<file path="config.mk">
export PLATFORM = sky130hd
export DESIGN_NAME = inst_fetch_queue
export DESIGN_NICKNAME = d
export VERILOG_FILES = /design/src/rtl/inst_fetch_queue.sv
export SDC_FILE = /design/constraint.sdc
export NUM_CORES = 1
export LEC_CHECK = 0
export ABC_AREA = 1
export CAP_MARGIN = 10
export CORE_AREA = 2 2 213 319
export DETAILED_ROUTE_END_ITERATION = 7
export DIE_AREA = 0 0 215 321
export GPL_TIMING_DRIVEN = 0
export PLACE_DENSITY = 0.49
export SLEW_MARGIN = 20
export SYNTH_ARGS = -nofsm -noshare
export SYNTH_HDL_FRONTEND = slang
export SYNTH_SLANG_ARGS = --single-unit
</file>
<file path="constraint.sdc">
create_clock -name clock -period 4.75 [get_ports clock]
set_clock_uncertainty 0.05 [all_clocks]
set_input_delay 0.95 -clock clock [delete_from_list [all_inputs] [get_ports clock]]
set_output_delay 0.95 -clock clock [all_outputs]
set_load 0.01 [all_outputs]
</file>
<file path="src/rtl/inst_fetch_queue.sv">
// inst_fetch_queue: fetch stage between the PC unit and decode.
// Accepts one PC at a time and keeps a single read outstanding to
// instruction memory. Returned {pc, inst} pairs are buffered in a small
// FIFO that decode drains. A redirect flushes the FIFO and toggles an
// epoch bit, so the response that is still in flight gets discarded.
// Optional build macro: FETCH_BYPASS_EN. When it is defined, a response
// that arrives while the FIFO is empty and decode is ready goes straight
// to the dec_* outputs in the same cycle.
module inst_fetch_queue #(
    parameter int DEPTH = 4,
    parameter int PTR_W = 2
) (
    input  logic             clock,
    input  logic             rst_n,
    input  logic             pc_valid,
    input  logic [31:0]      pc,
    output logic             fetch_ready,
    input  logic             redirect,
    output logic             imem_req,
    output logic [31:0]      imem_addr,
    input  logic             imem_rvalid,
    input  logic [31:0]      imem_rdata,
    output logic             dec_valid,
    output logic [31:0]      dec_inst,
    output logic [31:0]      dec_pc,
    input  logic             dec_ready,
    output logic [PTR_W:0]   count
);

    typedef enum logic {S_IDLE, S_WAIT} state_t;

    localparam logic [PTR_W:0] CNT_FULL = (PTR_W+1)'(DEPTH);
    localparam logic [PTR_W:0] CNT_ONE  = (PTR_W+1)'(1);

    state_t             r_state, w_state_nxt;
    logic               r_epoch, r_req_epoch;
    logic [31:0]        r_req_pc;
    logic               r_imem_req;
    logic [31:0]        r_imem_addr;

    logic [31:0]        r_mem_inst [DEPTH];
    logic [31:0]        r_mem_pc   [DEPTH];
    logic [PTR_W-1:0]   r_wr_ptr, r_rd_ptr, w_rd_ptr_nxt;
    logic [PTR_W:0]     r_count, w_count_nxt;

    logic               r_dec_valid;
    logic [31:0]        r_dec_inst, r_dec_pc;
    logic [31:0]        w_head_inst, w_head_pc;

    logic               w_fetch_ready, w_accept, w_resp_ok;
    logic               w_push, w_pop, w_bypass;

    // Next-state and handshake decode. Accepting a PC reserves one FIFO
    // slot, so count < DEPTH here means the response always finds room.
    always_comb begin
        w_state_nxt   = r_state;
        w_fetch_ready = 1'b0;
        w_accept      = 1'b0;
        w_resp_ok     = 1'b0;
        case (r_state)
            S_IDLE: begin
                w_fetch_ready = rst_n && !redirect && (r_count < CNT_FULL);
                w_accept      = pc_valid && w_fetch_ready;
                if (w_accept)
                    w_state_nxt = S_WAIT;
            end
            S_WAIT: begin
                // Stale-epoch responses, and responses that arrive together
                // with a redirect, still end the wait but are not kept.
                if (imem_rvalid) begin
                    w_resp_ok   = (r_req_epoch == r_epoch) && !redirect;
                    w_state_nxt = S_IDLE;
                end
            end
            default: w_state_nxt = S_IDLE;
        endcase
    end

`ifdef FETCH_BYPASS_EN
    assign w_bypass    = w_resp_ok && (r_count == '0) && dec_ready;
    assign dec_valid   = r_dec_valid | w_bypass;
    assign dec_inst    = w_bypass ? imem_rdata : r_dec_inst;
    assign dec_pc      = w_bypass ? r_req_pc   : r_dec_pc;
`else
    assign w_bypass    = 1'b0;
    assign dec_valid   = r_dec_valid;
    assign dec_inst    = r_dec_inst;
    assign dec_pc      = r_dec_pc;
`endif

    assign w_push      = w_resp_ok && !w_bypass;
    assign w_pop       = r_dec_valid && dec_ready && !redirect;
    assign fetch_ready = w_fetch_ready;
    assign imem_req    = r_imem_req;
    assign imem_addr   = r_imem_addr;
    assign count       = r_count;

    // Occupancy and read pointer after this edge. Redirect overrides push/pop.
    always_comb begin
        w_count_nxt  = r_count;
        w_rd_ptr_nxt = r_rd_ptr;
        if (redirect) begin
            w_count_nxt  = '0;
            w_rd_ptr_nxt = '0;
        end else begin
            if (w_pop)
                w_rd_ptr_nxt = r_rd_ptr + 1'b1;
            if (w_push && !w_pop)
                w_count_nxt = r_count + CNT_ONE;
            else if (!w_push && w_pop)
                w_count_nxt = r_count - CNT_ONE;
        end
    end

    // Head entry after this edge. If the write slot becomes the head, the
    // FIFO is empty after the pop, so the incoming response is the new head.
    always_comb begin
        w_head_inst = r_mem_inst[w_rd_ptr_nxt];
        w_head_pc   = r_mem_pc[w_rd_ptr_nxt];
        if (w_push && (r_wr_ptr == w_rd_ptr_nxt)) begin
            w_head_inst = imem_rdata;
            w_head_pc   = r_req_pc;
        end
    end

    // FSM state, epoch and the single outstanding request slot.
    always_ff @(posedge clock or negedge rst_n) begin
        if (!rst_n) begin
            r_state     <= S_IDLE;
            r_epoch     <= 1'b0;
            r_req_epoch <= 1'b0;
            r_req_pc    <= '0;
            r_imem_req  <= 1'b0;
            r_imem_addr <= '0;
        end else begin
            r_state    <= w_state_nxt;
            r_imem_req <= w_accept;
            if (redirect)
                r_epoch <= ~r_epoch;
            if (w_accept) begin
                r_imem_addr <= pc;
                r_req_pc    <= pc;
                r_req_epoch <= r_epoch;
            end
        end
    end

    // FIFO pointers, occupancy and the registered head presented to decode.
    always_ff @(posedge clock or negedge rst_n) begin
        if (!rst_n) begin
            r_wr_ptr    <= '0;
            r_rd_ptr    <= '0;
            r_count     <= '0;
            r_dec_valid <= 1'b0;
            r_dec_inst  <= '0;
            r_dec_pc    <= '0;
        end else if (redirect) begin
            r_wr_ptr    <= '0;
            r_rd_ptr    <= '0;
            r_count     <= '0;
            r_dec_valid <= 1'b0;
            r_dec_inst  <= '0;
            r_dec_pc    <= '0;
        end else begin
            if (w_push)
                r_wr_ptr <= r_wr_ptr + 1'b1;
            r_rd_ptr    <= w_rd_ptr_nxt;
            r_count     <= w_count_nxt;
            r_dec_valid <= (w_count_nxt != '0);
            if (w_count_nxt != '0) begin
                r_dec_inst <= w_head_inst;
                r_dec_pc   <= w_head_pc;
            end
        end
    end

    // Entry storage is not reset; only occupancy decides what is valid.
    always_ff @(posedge clock) begin
        if (w_push) begin
            r_mem_inst[r_wr_ptr] <= imem_rdata;
            r_mem_pc[r_wr_ptr]   <= r_req_pc;
        end
    end

endmodule

</file>
==> summary.txt <==
CTS tree: built
Total gr overflow: 0
Initial antenna violation count: 0
Initial core utilization: 24.7%
Count of final hold-check violations: 0
Syn Nets: 1759
Final Cycle Share: 77.9%
# IOs: 172
Synth area leaders: edfxtp_1 47%, dfrtp_1 16%, nand2_1 14%, nand3_1 6.1%, inv_1 4.8%
Crit end category: output pin
CP Launch Point: rst_n
Final Wtd Congestion: 0.774
Outcome: complete, no violations
Clock Path Buffers: 3
DRT Pass-1 Iters: 5
Worst slew pin tran: 0.751 ns
Unrepaired setup endpoints after global routing: false
Port Buf Inserts: 170
Peak VDD IR: 0.209 mV
Tightest Hold Check Type: input pin to asynchronous set/reset pin
Finished Core Util: 31.6%
Critical-path cell list: buf_8 > buf_16 > nand3_1 > nor2_1 > clkdlybuf4s50_1
Final net count: 1987
Wirelength, routed: 49.9 mm
Yosys warns: 0
DP HPWL: 34.5 mm
Delay-heaviest family, CP: buffers and inverters
Die ar.: 69000 µm²
P&R area growth vs syn: 28.0%
Vias per inst: 4.29
Share of the synthesized area in the top cell type: 46.9%
Pwr Density: 449 nW/µm²
# hold bufs at CTS: 0
Clock Latency Late Sink: 0.55 ns
CP peak stage delay: 0.58 ns
Via count: 12100
CP arrival: 2.70 ns
CTS sink cnt: 364
Final setup violation count: 0
Largest area contributor in the synthesized netlist: edfxtp_1
Library cells used by synthesis: 29
Critical path type: input pin to output pin
Clock Pin Slew Worst Setup and Hold Paths: 0.07 ns
Root buf cell: clkbuf_16
GRT Util Overall: 14.4%
Layout cells sized above 1: 9.74%
CTS Buf Count: 40
Critical path required time: 3.75 ns
Crit path max fanout: 68
Post-Syn Instances: 1683
Setup Fix Bufs, Post-CTS: 0
Detail Route Antenna Nets: 0
Site Rows: 116
Worst setup SP type: input pin
Seq cells post-synth: 364
First-pass GRT wire length: 75.4 mm
Placed Cells: 2754
Register area share after synthesis: 63.4%
Number of max-cap violations: 0
DIE WIDTH: 215 µm
Worst flop-to-flop path startpoint: dec_valid
Cell area after synthesis: 16400 µm²
DRT iter0 DRCs: 612
# DRC: 0
Mean Syn Cell Area: 9.74 µm²
Buf+Inv Stages, Crit Path: 3
Fmax: 270 MHz
Leakage power: 9.33 nW
Filler cells: 6943
Slew Viols, Final: 0
Htree depth: 2
Antenna Cells: 0
Wire per inst: 17.7 µm
Vias in the first global route: 12300
Rel. slew slack: 49.8%
Die height: 321 µm
Post-layout minimum cycle time: 3.70 ns
Core footprint: 66500 µm²
Final std cells w/o fill: 2826
Post_cts resized: 0
Largest net degree at the start of global routing: 69
Critical path's slowest cell: clkdlybuf4s50_1
-- layout make-up --
| class | count | area (µm²) | share of cell area, % |
|---|---|---|---|
| clock inverter | 18 | 195 | 0.930 |
| timing repair buffer | 186 | 2120 | 10.1 |
| sequential | 364 | 10400 | 49.5 |
| tap | 885 | 1110 | 5.28 |
| multi-input combinational | 1000 | 4610 | 22.0 |
| inverter | 216 | 813 | 3.88 |
| clock buffer | 54 | 1140 | 5.42 |
| buffer | 103 | 608 | 2.90 |
-- path summary, 6_finish.rpt --
check / endpoint / slack [ns] / depth (start not counted)
worst min register to register: dec_pc[6] / 0.46 / 2
min in group clock: dec_pc[6] / 0.46 / 2
worst min-delay path: dec_inst[1] / 0.22 / 1
worst max-delay path: fetch_ready / 1.05 / 5
max in group asynchronous: imem_addr[6] / 3.69 / 2
worst max register to register: dec_pc[29] / 2.45 / 12
-- worst reg2reg max path, delay by kind of cell (launching register included) --
family | cells | cell delay [ns]
flops | 1 | 0.42
simple gates | 11 | 1.37
buf+inv | 1 | 0.36
-- power by group --
| group | leakage, nW | total, mW | internal, mW | switching (mW) |
|---|---|---|---|---|
| Combinational | 4.93 | 2.09 | 0.947 | 1.14 |
| Sequential | 3.74 | 4.15 | 3.81 | 0.343 |
| Clock | 0.656 | 3.19 | 1.90 | 1.29 |
| Total | 9.33 | 9.43 | 6.65 | 2.77 |
-- cells in the mapped netlist --
master,instances
nand4_1,65
inv_4,1
a21oi_2,1
o21ai_1,1
clkbuf_4,1
ha_1,6
dfrtp_1,108
xor2_1,2
nand2_2,5
a22o_1,1
nand3_1,201
a21oi_1,1
o21ai_0,3
buf_4,26
clkbuf_1,15
nor2_4,3
nor2_1,9
inv_2,4
nand2_1,630
buf_1,1
edfxtp_1,256
nor2_8,1
nor2_2,2
nand3_2,3
inv_1,211
nand3b_1,64
buf_2,53
nand2_4,2
buf_6,7
-- logic make-up (layout without fill, tap and decap cells) --
kind of cell	count (synthesis)	in the layout	synth area share [%]
AO/OA/AOI/OAI	7	7	0.260
XOR/XNOR	2	2	0.107
adder cells (fa/ha/maj)	6	6	0.458
buffers and inverters	319	577	8.67
flip-flops	364	364	63.4
AND/OR/NAND/NOR	985	985	27.1
-- layer usage --
metal	track usage [%]	vias up	routed length [µm]
li1	-	5925	-
met1	17.0	5837	20600
met2	26.1	268	25600
met3	2.13	94	1970
met4	5.85	0	1740
met5	0	-	0
-- per-stage QoR --
step                power (mW)  setup WS, ns  area [µm²]  setup TNS, ns  hold slack [ns]
floorplan                 5.12         0.213       16400              0            0.425
global placement          6.32         -3.73       19200       -1175.52            0.440
detailed placement        6.36          1.02       19700              0            0.441
CTS                       9.60          1.00       21000              0            0.225
global route              9.93         0.869       21000              0            0.238
finish                    9.43          1.05       21000              0            0.225
-- cells in the final DEF (no fill, tap or decap), types with 6 or more instances in the layout --
cell / n
buf_2: 53
nand4_1: 65
clkinv_2: 6
nand2_1: 630
dfrtp_1: 108
inv_1: 211
ha_1: 6
nand3_1: 201
edfxtp_1: 256
buf_4: 26
clkdlybuf4s50_1: 169
buf_16: 13
buf_6: 7
clkbuf_1: 23
nor2_4: 7
clkbuf_16: 43
nand3b_1: 64
-- sequential cells by signal (all words and copies together) (netlist names) --
signal / flops
r_epoch: 1
r_state: 1
count: 3
imem_req: 1
dec_pc: 32
imem_addr: 32
r_wr_ptr: 2
dec_valid: 1
r_mem_pc: 128
dec_inst: 32
r_req_epoch: 1
r_rd_ptr: 2
r_mem_inst: 128
(Power assumes the default switching activity.)
